==> src/rtl/alu_pkg.sv <==
// Shared ALU definitions: operation codes, RV32 opcodes, issue-buffer state
// encoding and the decoded entry layout held by the issue stage.
package alu_pkg;

    localparam logic [4:0] ALU_ADD  = 5'd0;
    localparam logic [4:0] ALU_SUB  = 5'd1;
    localparam logic [4:0] ALU_OR   = 5'd2;
    localparam logic [4:0] ALU_XOR  = 5'd3;
    localparam logic [4:0] ALU_AND  = 5'd4;
    localparam logic [4:0] ALU_SLL  = 5'd5;
    localparam logic [4:0] ALU_SRL  = 5'd6;
    localparam logic [4:0] ALU_SRA  = 5'd7;
    localparam logic [4:0] ALU_SLT  = 5'd8;
    localparam logic [4:0] ALU_SLTU = 5'd9;
    localparam logic [4:0] ALU_MUL  = 5'd10;
    localparam logic [4:0] ALU_MULH = 5'd11;
    localparam logic [4:0] ALU_DIV  = 5'd12;
    localparam logic [4:0] ALU_REM  = 5'd13;
    localparam logic [4:0] ALU_DIVU = 5'd14;
    localparam logic [4:0] ALU_REMU = 5'd15;

    localparam logic [6:0] OPC_OP     = 7'b0110011;
    localparam logic [6:0] OPC_OP_IMM = 7'b0010011;
    localparam logic [6:0] OPC_LUI    = 7'b0110111;
    localparam logic [6:0] OPC_AUIPC  = 7'b0010111;

    typedef enum logic [1:0] {
        BUF_EMPTY = 2'd0,
        BUF_ONE   = 2'd1,
        BUF_TWO   = 2'd2
    } buf_state_e;

    typedef struct packed {
        logic        illegal;
        logic [4:0]  alu_op;
        logic [31:0] in0;
        logic [31:0] in1;
    } issue_entry_t;

    // funct3 mapping shared by OP (funct7=0) and OP-IMM
    function automatic logic [4:0] base_op(input logic [2:0] funct3);
        logic [4:0] op;
        case (funct3)
            3'b000:  op = ALU_ADD;
            3'b001:  op = ALU_SLL;
            3'b010:  op = ALU_SLT;
            3'b011:  op = ALU_SLTU;
            3'b100:  op = ALU_XOR;
            3'b101:  op = ALU_SRL;
            3'b110:  op = ALU_OR;
            3'b111:  op = ALU_AND;
            default: op = ALU_ADD;
        endcase
        return op;
    endfunction

endpackage

==> src/rtl/alu_decode.sv <==
// Combinational decode of an RV32IM compute instruction into ALU operation
// and operands; unsupported encodings come out as a zeroed ADD flagged illegal.
module alu_decode
    import alu_pkg::*;
#(
    parameter int WORD_LEN = 32
) (
    input  logic [31:0]         inst,
    input  logic [WORD_LEN-1:0] pc,
    input  logic [WORD_LEN-1:0] rs1_val,
    input  logic [WORD_LEN-1:0] rs2_val,
    output logic                illegal,
    output logic [4:0]          alu_op,
    output logic [WORD_LEN-1:0] in0,
    output logic [WORD_LEN-1:0] in1
);

    logic [6:0]          opcode_s;
    logic [2:0]          funct3_s;
    logic [6:0]          funct7_s;
    logic [WORD_LEN-1:0] imm_i_s;
    logic [WORD_LEN-1:0] imm_u_s;
    logic [WORD_LEN-1:0] shamt_s;
    logic                illegal_s;
    logic [4:0]          op_s;
    logic [WORD_LEN-1:0] in0_s;
    logic [WORD_LEN-1:0] in1_s;

    assign opcode_s = inst[6:0];
    assign funct3_s = inst[14:12];
    assign funct7_s = inst[31:25];
    assign imm_i_s  = {{(WORD_LEN-12){inst[31]}}, inst[31:20]};
    assign imm_u_s  = {inst[31:12], 12'b0};
    assign shamt_s  = {{(WORD_LEN-5){1'b0}}, inst[24:20]};

    // Opcode/funct decode into operation and raw operands
    always_comb begin
        illegal_s = 1'b0;
        op_s      = ALU_ADD;
        in0_s     = rs1_val;
        in1_s     = rs2_val;
        case (opcode_s)
            OPC_OP: begin
                case (funct7_s)
                    7'b0000000: op_s = base_op(funct3_s);
                    7'b0100000: begin
                        case (funct3_s)
                            3'b000:  op_s = ALU_SUB;
                            3'b101:  op_s = ALU_SRA;
                            default: illegal_s = 1'b1;
                        endcase
                    end
                    7'b0000001: begin
                        case (funct3_s)
                            3'b000:  op_s = ALU_MUL;
                            3'b001:  op_s = ALU_MULH;
                            3'b100:  op_s = ALU_DIV;
                            3'b101:  op_s = ALU_DIVU;
                            3'b110:  op_s = ALU_REM;
                            3'b111:  op_s = ALU_REMU;
                            default: illegal_s = 1'b1;
                        endcase
                    end
                    default: illegal_s = 1'b1;
                endcase
            end
            OPC_OP_IMM: begin
                in1_s = imm_i_s;
                case (funct3_s)
                    3'b001: begin
                        in1_s = shamt_s;
                        if (funct7_s == 7'b0000000) begin
                            op_s = ALU_SLL;
                        end else begin
                            illegal_s = 1'b1;
                        end
                    end
                    3'b101: begin
                        in1_s = shamt_s;
                        case (funct7_s)
                            7'b0000000: op_s = ALU_SRL;
                            7'b0100000: op_s = ALU_SRA;
                            default:    illegal_s = 1'b1;
                        endcase
                    end
                    default: op_s = base_op(funct3_s);
                endcase
            end
            OPC_LUI: begin
                in0_s = '0;
                in1_s = imm_u_s;
            end
            OPC_AUIPC: begin
                in0_s = pc;
                in1_s = imm_u_s;
            end
            default: illegal_s = 1'b1;
        endcase
    end

    assign illegal = illegal_s;
    assign alu_op  = illegal_s ? ALU_ADD : op_s;
    assign in0     = illegal_s ? '0 : in0_s;
    assign in1     = illegal_s ? '0 : in1_s;

endmodule

==> src/rtl/alu_issue.sv <==
// Decode-and-issue stage: decodes incoming instructions and holds them in a
// two-entry skid buffer (main + skid) presented to the ALU over valid/ready.
module alu_issue
    import alu_pkg::*;
#(
    parameter int WORD_LEN = 32
) (
    input  logic                clk,
    input  logic                rst,
    input  logic                in_valid,
    output logic                in_ready,
    input  logic [31:0]         inst,
    input  logic [WORD_LEN-1:0] pc,
    input  logic [WORD_LEN-1:0] rs1_val,
    input  logic [WORD_LEN-1:0] rs2_val,
    output logic                out_valid,
    input  logic                out_ready,
    output logic [4:0]          alu_op,
    output logic [WORD_LEN-1:0] in0,
    output logic [WORD_LEN-1:0] in1,
    output logic                illegal
);

    buf_state_e   state_q, state_d;
    issue_entry_t main_q, main_d;
    issue_entry_t skid_q, skid_d;
    logic         in_ready_q, in_ready_d;
    logic         out_valid_q, out_valid_d;
    issue_entry_t dec_s;
    logic         in_fire_s;
    logic         out_fire_s;

    alu_decode #(.WORD_LEN(WORD_LEN)) u_decode (
        .inst    (inst),
        .pc      (pc),
        .rs1_val (rs1_val),
        .rs2_val (rs2_val),
        .illegal (dec_s.illegal),
        .alu_op  (dec_s.alu_op),
        .in0     (dec_s.in0),
        .in1     (dec_s.in1)
    );

    assign in_fire_s  = in_valid && in_ready_q;
    assign out_fire_s = out_valid_q && out_ready;

    // Buffer next-state: main always holds the oldest entry, skid the younger
    always_comb begin
        state_d = state_q;
        main_d  = main_q;
        skid_d  = skid_q;
        case (state_q)
            BUF_EMPTY: begin
                if (in_fire_s) begin
                    main_d  = dec_s;
                    state_d = BUF_ONE;
                end else begin
                    state_d = BUF_EMPTY;
                end
            end
            BUF_ONE: begin
                if (in_fire_s && out_fire_s) begin
                    main_d  = dec_s;
                    state_d = BUF_ONE;
                end else if (in_fire_s) begin
                    skid_d  = dec_s;
                    state_d = BUF_TWO;
                end else if (out_fire_s) begin
                    state_d = BUF_EMPTY;
                end else begin
                    state_d = BUF_ONE;
                end
            end
            BUF_TWO: begin
                if (out_fire_s) begin
                    main_d  = skid_q;
                    state_d = BUF_ONE;
                end else begin
                    state_d = BUF_TWO;
                end
            end
            default: state_d = BUF_EMPTY;
        endcase
        in_ready_d  = (state_d != BUF_TWO);
        out_valid_d = (state_d != BUF_EMPTY);
    end

    // State, handshake flags and payload registers
    always_ff @(posedge clk or posedge rst) begin
        if (rst) begin
            state_q     <= BUF_EMPTY;
            main_q      <= '0;
            skid_q      <= '0;
            in_ready_q  <= 1'b1;
            out_valid_q <= 1'b0;
        end else begin
            state_q     <= state_d;
            main_q      <= main_d;
            skid_q      <= skid_d;
            in_ready_q  <= in_ready_d;
            out_valid_q <= out_valid_d;
        end
    end

    assign in_ready  = in_ready_q;
    assign out_valid = out_valid_q;
    assign alu_op    = main_q.alu_op;
    assign in0       = main_q.in0;
    assign in1       = main_q.in1;
    assign illegal   = main_q.illegal;

endmodule
==> config.mk <==
export PLATFORM = sky130hd
export DESIGN_NAME = alu_issue
export DESIGN_NICKNAME = d
export VERILOG_FILES = /design/src/rtl/alu_pkg.sv /design/src/rtl/alu_decode.sv /design/src/rtl/alu_issue.sv
export SDC_FILE = /design/constraint.sdc
export NUM_CORES = 1
export LEC_CHECK = 0
export BUFFER_PORTS_ARGS = -buffer_cell sky130_fd_sc_hd__buf_2
export CORE_MARGIN = 3
export CORE_UTILIZATION = 54
export DETAILED_ROUTE_END_ITERATION = 8
export PLACE_DENSITY = 0.83
export SLEW_MARGIN = 20
export SYNTH_ARGS = -nofsm -noshare
export SYNTH_HDL_FRONTEND = slang
export SYNTH_HIERARCHICAL = 1
export SYNTH_SLANG_ARGS = --single-unit
==> constraint.sdc <==
create_clock -name clk -period 5.4 [get_ports clk]
set_input_delay 0.54 -clock clk [delete_from_list [all_inputs] [get_ports clk]]
set_output_delay 0.54 -clock clk [all_outputs]
set_load 0.005 [all_outputs]
==> results of run 1 <==
cells in the mapped netlist (2+ instances only):
master | instances | share of area (%)
nor3b_1 | 2 | 0.19
buf_2 | 14 | 0.89
o21ai_0 | 25 | 1.6
nor3_1 | 4 | 0.25
dfrtp_1 | 143 | 45
nand3_1 | 3 | 0.19
mux2_1 | 9 | 1.3
clkbuf_1 | 20 | 0.95
a21oi_1 | 2 | 0.13
a211oi_2 | 18 | 2.9
nand2b_1 | 5 | 0.40
o21ai_1 | 3 | 0.19
o21a_1 | 2 | 0.19
mux2i_1 | 7 | 0.89
inv_2 | 2 | 0.095
buf_8 | 4 | 0.76
inv_1 | 3 | 0.14
a22oi_1 | 40 | 3.8
nor2_1 | 49 | 2.3
o31ai_1 | 2 | 0.19
buf_6 | 13 | 1.9
nand4_1 | 2 | 0.16
mux2_4 | 4 | 0.76
nand2_1 | 10 | 0.48
o22ai_1 | 20 | 1.6
nand3b_1 | 2 | 0.19
nor2b_1 | 4 | 0.32
mux2_2 | 197 | 28
power by group through the flow:
stage / clock network [mW] / logic, mW / registers [mW]
finish: 1.06 / 0.753 / 1.19
global route: 1.12 / 0.808 / 1.20
CTS: 1.08 / 0.760 / 1.19
detailed placement: 0 / 0.758 / 1.21
global placement: 0 / 0.739 / 1.20
floorplan: 0 / 0.635 / 1.20
layout make-up:
class | instances | area, um^2
fillers | 1054 | 4696
multi-input cells | 437 | 3909
flip-flops and latches | 144 | 3605
repair buffers | 206 | 1051
clock buffers | 24 | 501.7
well taps | 180 | 225.2
clock inverters | 5 | 31.28
inverters | 5 | 23.77
worst max path at each step:
stage	from	end	slack (ns)	cells after the start
after floorplan	rst	alu_op[0]	1.0	1
after global placement	inst[6]	in1[26]	2.20	8
after detailed placement	inst[6]	in1[14]	2.06	8
after CTS	inst[6]	in1[17]	2.49	8
after global routing	inst[6]	in1[21]	2.28	8
final	inst[6]	in1[17]	2.37	8
metal layers:
layer	track usage, %	wire, um	vias to the layer above
met1	29.48	7895	3007
met4	10.79	557	0
met2	40.94	9756	292
met3	6.737	1541	43
met5	0	0	-
li1	-	-	2705
sequential cells by signal, indices dropped and copies added (netlist names):
| register | flops |
|---|---|
| alu_op | 5 |
| illegal | 1 |
| in0 | 32 |
| in1 | 32 |
| in_ready | 1 |
| out_valid | 1 |
| skid_q | 70 |
| state_q | 2 |
cells by family (layout without fill, tap and decap cells):
logic type      Yosys count  in the layout  synth area share (%)
compound gates          128            128                 12.69
mux                     217            217                 31.13
flops                   144            144                 45.80
buf+inv                  57            240                 4.801
other cells               1              1               0.04765
simple gates             90             90                 5.421
xor+xnor                  1              1                0.1113
critical path: cells and delay by family:
kind	cells	cell delay, ns
AO/OA/AOI/OAI	2	0.46
multiplexers	2	0.58
buffers and inverters	1	0.10
AND/OR/NAND/NOR	3	1.62
stage by stage:
step | utilization, % | cell area, um^2 | hold WS, ns
floorplan | - | 7870 | 0.4737
global placement | 62.76 | 8813 | 0.4659
detailed placement | 62.76 | 8813 | 0.4714
CTS | 66.56 | 9346 | 0.3525
global route | 66.56 | 9346 | 0.3843
finish | 66.56 | 9346 | 0.3207
==> results.md, run 1 <==
- CP Cell Sequence: buf_2 > nor2_1 > and4_1 > nand2_1 > o22ai_1 > a211oi_2 > mux2_2 > mux2_2
- CORE AREA: 0.01404 mm^2
- Initial antenna violation count: 0
- Share of layout cells above drive strength 1: 57.00%
- DP Worst Slack: 2.058 ns
- Ys Warns: 6
- Inserted Diodes: 0
- GRT Overall Usage: 24.42%
- Commonest non-fill, non-tap cell in the layout: buf_2
- Clk network pwr share: 35.2%
- Vias in the first global route: 6395
- Rel. slew slack: 33.86%
- Mapped Nets: 770
- Total wire length: 19750 um
- EDFF count, synth: 0
- Flops & latches, synth: 144
- Post-DRT Antenna Nets: 0
- R2r setup slk: 2.58 ns
- Worst path slowest cell: and4_1
- I/O Buffers: 198
- Inst Count DP: 972
- Synthesis-to-finish area growth: 18.76%
- H-tree Lvls: 4
- I/O Pins: 204
- DIE WIDTH: 126.7 um
- DRT Pass-1 Iters: 5
- GPL Wtd Cong: 0.8872
- Wire per inst: 19.73 um
- Achievable Freq: 330.6 MHz
- Pin count of the biggest net entering global routing: 99
- Status: finished, final reports clean
- Clk_lat worst skew: 0.41 ns
- Total number of vias: 6047
- Reg2reg end: in1[25]
- Ys flop type: dfrtp_1
- Syn Inst Count: 638
- Power Internal: 2.126 mW
- RSZ-0062 raised after global routing: no
- Sw Pwr: 0.8789 mW
- # Post-CTS Setup Buffers: 0
- GRT Residual Overflow: 0
- DP HPWL: 13500 um
- Power Total: 3.005 mW
- Max Root-Sink Buffers: 2
- Reg2reg path depth: 5
- Critical Path Fanout Max: 24
- Worst hold path type: in2async
- Tmin final: 3.025 ns
- Most frequent cells in the layout: buf_2, mux2_2, dfrtp_1
- Clock root cell: clkbuf_16
- CP Data Required Time: 5.69 ns
- Nets: 943
- First-iteration detailed-routing DRC count: 370
- Setup_tns: 0 ns
- CTS clk-pin slew, worst paths: 0.06 ns
- Final Max Slew Viols: 0
- Post-synth cell types: 57
- Drt via density: 6.041
- Post-CTS Hold Fix Bufs: 0
- Row cnt: 43
- Critical Path Sink Type: flop
- Final Cycle Share: 56.02%
- Fin. Hold Viols: 0
- Die H: 126.7 um
- CTS Sinks: 144
- Max IR drop VDD: 0.2121 mV
- Die Area: 0.01606 mm^2
- Number of max-cap violations: 0
- Remaining DRCs: 0
- Sequential-to-total area share from yosys stat: 45.80%
- CTS buffer count: 17
- Pwr Density: 321.5 mW/mm^2
- Post-synthesis area per instance: 12.34 um^2
- Most Frequent Cell on Critical Path: mux2_2
- Leak pwr: 4.807 nW
- Clock skew: 0.009612 ns
- Worst slew pin tran: 0.9921 ns
- Worst path max stage delay: 0.80 ns
- Starting density of the core: 56.05%
- Crit path DAT: 3.32 ns
- Cell Area, Synth: 0.007870 mm^2
- Worst setup margin: 2.375 ns
- Worst r2r src: state_q[0]
- Combinational share of power: 25.1%
- First-pass GRT wire length: 31350 um
- TritonCTS clock tree: yes
- Finish-stage setup viols: 0
- Setup CP Type: in2reg
- Finished Layout Cells: 1001
- Asr flop ratio synth: 100.0%
- Sequential power share: 39.7%
- Sw Ratio: 29.25%
- Post-CTS Resized: 0
- Startpoint Class: input pin
No activity file was read; power rests on OpenSTA's default activity.
==> run 2: changes to the inputs <==
--- a/config.mk
+++ b/config.mk
@@ -5,9 +5,10 @@
 export SDC_FILE = /design/constraint.sdc
 export NUM_CORES = 1
 export LEC_CHECK = 0
+export ABC_AREA = 1
 export BUFFER_PORTS_ARGS = -buffer_cell sky130_fd_sc_hd__buf_2
 export CORE_MARGIN = 3
-export CORE_UTILIZATION = 54
+export CORE_UTILIZATION = 55
 export DETAILED_ROUTE_END_ITERATION = 8
 export PLACE_DENSITY = 0.83
 export SLEW_MARGIN = 20
==> constraint.sdc (replaced) <==
create_clock -name clk -period 3.1 [get_ports clk]
set_input_delay 0.31 -clock clk [delete_from_list [all_inputs] [get_ports clk]]
set_output_delay 0.31 -clock clk [all_outputs]
set_load 0.005 [all_outputs]
==> results.md, run 2 <==
- Top cells by area, synth: dfrtp_1, nand2_1, nand3_1
- Worst slew pin tran: 0.9287 ns
- Finish-stage setup viols: 0
- Leak pwr: 6.418 nW
- Critical Path Fanout Max: 35
- Commonest non-fill, non-tap cell in the layout: nand2_1
- Reg2reg path depth: 6
- GRT Residual Overflow: 0
- Total number of vias: 8864
- TritonCTS clock tree: yes
- Reg2reg end: in0[31]
- Fin. Hold Viols: 0
- Final Cycle Share: 71.67%
- DRT Pass-1 Iters: 5
- Worst r2r src: state_q[1]
- Max Root-Sink Buffers: 2
- Post-CTS Hold Fix Bufs: 0
- Post-synth cell types: 25
- Remaining DRCs: 0
- Startpoint Class: flop
- Final Max Slew Viols: 0
- Status: finished, final reports clean
- CORE AREA: 0.01526 mm^2
- Die Area: 0.01722 mm^2
- Pwr Density: 586.7 mW/mm^2
- EDFF count, synth: 0
- Pin count of the biggest net entering global routing: 73
- R2r setup slk: 0.88 ns
- GRT Overall Usage: 27.52%
- Clk_lat worst skew: 0.42 ns
- Max IR drop VDD: 0.5399 mV
- Tmin final: 2.222 ns
- CTS Sinks: 144
- Starting density of the core: 56.54%
- Wire per inst: 13.89 um
- Cell Area, Synth: 0.008627 mm^2
- CP Launch Point: state_q[1]
- Ys flop type: dfrtp_1
- Cell with the most instances after synthesis: nand2_1
- Setup_tns: 0 ns
- Max FFs per register: 70
- Post-DRT Antenna Nets: 0
- Clock root cell: clkbuf_16
- First-pass GRT wire length: 39610 um
- CTS clk-pin slew, worst paths: 0.06 ns
- Vias in the first global route: 8195
- Synthesis-to-finish area growth: 18.80%
- # Post-CTS Setup Buffers: 0
- Critical Path Sink Type: flop
- Most frequent cells in the layout: nand2_1, nand3_1, buf_2
- Die H: 131.2 um
- Syn Inst Count: 1326
- Total wire length: 23690 um
- Share of the synthesized area in the top cell type: 41.48%
- RSZ-0062 raised after global routing: no
- Post-synthesis area per instance: 6.506 um^2
- CP Capture Point: in0[31]
- Initial antenna violation count: 1
- Post-CTS Resized: 0
- Nets: 1613
- Setup CP Type: reg2reg
- Worst hold path type: in2async
- CTS buffer count: 17
- I/O Buffers: 198
- First-iteration detailed-routing DRC count: 827
- Crit path DAT: 2.53 ns
- Number of max-cap violations: 0
- Inst Count DP: 1673
- Flops & latches, synth: 144
- Share of layout cells above drive strength 1: 21.29%
- Mapped Nets: 1458
- I/O Pins: 204
- GPL Wtd Cong: 0.8965
- Most frequent cells after synthesis: nand2_1, nand3_1, dfrtp_1
- Drt via density: 5.196
- Row cnt: 45
- Asr flop ratio synth: 100.0%
- CP Data Required Time: 3.41 ns
- Synth area leader: dfrtp_1
- Ys Warns: 6
- H-tree Lvls: 4
- DIE WIDTH: 131.2 um
- Rel. slew slack: 37.95%
- Sequential-to-total area share from yosys stat: 41.78%
- Finished Layout Cells: 1706
- Clock skew: 0.004958 ns
- DP HPWL: 15620 um
- Achievable Freq: 450.1 MHz
- Top reg by flops: skid_q
run 2: power breakdown:
| group | switching, mW | internal [mW] |
|---|---|---|
| sequential | 0.158 | 2.05 |
| clock | 0.803 | 1.29 |
| combinational | 1.30 | 0.416 |
| total | 2.26 | 3.76 |
run 2: layer usage:
metal | up-vias | wire length, um | GRT usage, %
met5 | - | 0 | 0
met4 | 0 | 572 | 10.68
met3 | 42 | 1462 | 4.020
met2 | 344 | 11410 | 45.19
met1 | 4104 | 10240 | 37.12
li1 | 4374 | - | -
run 2: critical path, stage by stage, from the launching register on:
cell,delay (ns)
dfrtp_2,0.84
nand2_2,0.55
buf_4,0.39
nand2_1,0.08
nand2_1,0.05
nand3_1,0.11
nand2_1,0.07
run 2: worst min path at each step:
stage,slack [ns],end
after floorplan,0.44,skid_q[0]
after global placement,0.45,in1[25]
after detailed placement,0.45,in1[11]
after CTS,0.09,in0[22]
after global routing,0.14,in0[22]
final,0.08,in0[26]
run 2: cell families (layout without fill, tap and decap cells):
family / count (synthesis) / count (layout) / synth area share (%)
AOI/OAI and AO/OA: 14 / 14 / 0.8412
buffers and inverters: 173 / 341 / 9.239
DFF: 144 / 144 / 41.78
other: 1 / 2 / 0.04347
and+or+nand+nor: 994 / 994 / 48.09
run 2: metrics by stage:
stage | setup slack, ns | hold slack (ns) | utilization (%) | power, mW | area [um^2]
floorplan | 0.9858 | 0.4425 | - | 3.389 | 8631
global placement | 0.7321 | 0.4488 | 63.18 | 3.926 | 9641
detailed placement | 0.6914 | 0.4532 | 63.18 | 3.939 | 9641
CTS | 0.9314 | 0.09356 | 67.15 | 6.026 | 10250
global route | 0.7491 | 0.1443 | 67.17 | 6.303 | 10250
finish | 0.8783 | 0.07593 | 67.17 | 6.013 | 10250
run 2: area by class of cell:
| type | instances | area [um^2] |
|---|---|---|
| fillers | 1406 | 5010 |
| clock buffers | 19 | 442.9 |
| well taps | 211 | 264.0 |
| diodes | 1 | 2.502 |
| inverters | 90 | 346.6 |
| flip-flops and latches | 144 | 3606 |
| multi-input cells | 1009 | 4238 |
| repair buffers | 219 | 1186 |
| clock inverters | 13 | 162.7 |
==> run 3: changes to the inputs <==
==> constraint.sdc (replaced) <==
create_clock -name clk -period 2.2 [get_ports clk]
set_input_delay 0.22 -clock clk [delete_from_list [all_inputs] [get_ports clk]]
set_output_delay 0.22 -clock clk [all_outputs]
set_load 0.005 [all_outputs]
==> results.md, run 3 (same netlist as run 2, synthesis figures left out) <==
- Status: finished, final reports clean
- Final design instance area without fill: 0.01036 mm^2
- I/O Pins: 204
- CP Data Required Time: 2.55 ns
- CTS Sinks: 144
- Drt via density: 5.173
- Die H: 131.2 um
- Number of max-cap violations: 0
- Inst Count DP: 1681
- Multi-input logic area: 0.004238 mm^2
- Final Cycle Share: 83.35%
- Max Root-Sink Buffers: 2
- Worst hold path type: in2reg
- GRT Residual Overflow: 0
- Synthesis-to-finish area growth: 20.12%
- Post-CTS Resized: 0
- Crit path DAT: 2.18 ns
- Remaining DRCs: 0
- Nets: 1622
- Inserted Diodes: 0
- Post-CTS Hold Fix Bufs: 1
- Top reg by flops: skid_q
- Clock root cell: clkbuf_16
- Total wire length: 23680 um
- Starting density of the core: 56.54%
- CORE AREA: 0.01526 mm^2
- Initial antenna violation count: 0
- Max IR drop VDD: 0.7653 mV
- CTS buffer count: 17
- Most frequent cells in the layout: nand2_1, nand3_1, buf_2
- Fin. Hold Viols: 0
- DP HPWL: 15920 um
- Clock skew: 0.003368 ns
- RSZ-0062 raised after global routing: no
- GPL Wtd Cong: 0.8766
- Achievable Freq: 545.3 MHz
- Commonest non-fill, non-tap cell in the layout: nand2_1
- Share of layout cells above drive strength 1: 21.39%
- Worst slew pin tran: 0.7823 ns
- Post-place instance area: 0.009788 mm^2
- Final Max Slew Viols: 0
- Die Area: 0.01722 mm^2
- First-iteration detailed-routing DRC count: 810
- Row cnt: 45
- FF+latch area: 0.003606 mm^2
- # Post-CTS Setup Buffers: 0
- Max FFs per register: 70
- Leak pwr: 6.485 nW
- Clk_lat worst skew: 0.41 ns
- Vias in the first global route: 8180
- Setup CP Type: reg2reg
- Critical Path Fanout Max: 71
- First-pass GRT wire length: 39290 um
- Critical Path Sink Type: flop
- DP Worst Slack: 0.1112 ns
- CTS clk-pin slew, worst paths: 0.06 ns
- Tmin final: 1.834 ns
- GRT Overall Usage: 27.26%
- Pin count of the biggest net entering global routing: 83
- Rel. slew slack: 47.85%
- Post-DRT Antenna Nets: 0
- Setup_tns: 0 ns
- H-tree Lvls: 4
- I/O Buffers: 198
- Wire per inst: 13.83 um
- TritonCTS clock tree: yes
- DRT Pass-1 Iters: 7
- # fillers: 1381
- Hold_ws: 0.2145 ns
- DIE WIDTH: 131.2 um
- Finish-stage setup viols: 0
- Pwr Density: 811.2 mW/mm^2
- Finished Layout Cells: 1712
- Worst setup margin: 0.3662 ns
- Startpoint Class: flop
- Total number of vias: 8856
run 3: area by class of cell:
class	count	share of cell area, %
Clock buffer	24	4.649
Clock inverter	6	0.7969
Inverter	90	3.345
Multi-Input combinational cell	1009	40.90
Sequential cell	144	34.80
Tap cell	211	2.548
Timing Repair Buffer	228	12.97
run 3: routing by layer:
layer	track usage (%)	vias to the layer above	routed length, um
li1	-	4387	-
met1	36.84	4099	10400
met2	45.77	339	11520
met3	3.943	31	1397
met4	8.401	0	357
met5	0	-	0
run 3: through the flow:
stage	power, mW	util [%]
3_5_place_dp	5.640	64.15
6_report	8.406	67.91
3_3_place_gp	5.612	64.15
5_1_grt	8.817	67.91
2_1_floorplan	4.776	-
4_1_cts	8.438	67.91
run 3: worst max-delay path, cell delays in order, from the launching register on:
cell	delay (ns)
dfstp_2	0.57
nand3_2	0.12
nor2_4	0.11
buf_4	0.64
nor2_1	0.18
nand3_1	0.13
run 3: final timing paths:
check                          from          to  slack (ns)  cells after the start
setup / recovery           in_ready   out_valid        0.37                      5
hold / removal             in_valid  state_q[0]        0.21                      4
setup reg to reg           in_ready   out_valid        0.37                      5
min in group asynchronous       rst     in0[27]        0.46                      4
max in group asynchronous       rst  state_q[1]        1.33                      4
hold reg to reg             in0[27]     in0[27]        0.46                      2
run 3: power by group:
group	leakage (nW)	internal [mW]	switching, mW
clock network	0.276	1.74	1.05
registers	1.99	2.90	0.144
logic	4.22	0.657	1.92
total	6.49	5.30	3.11
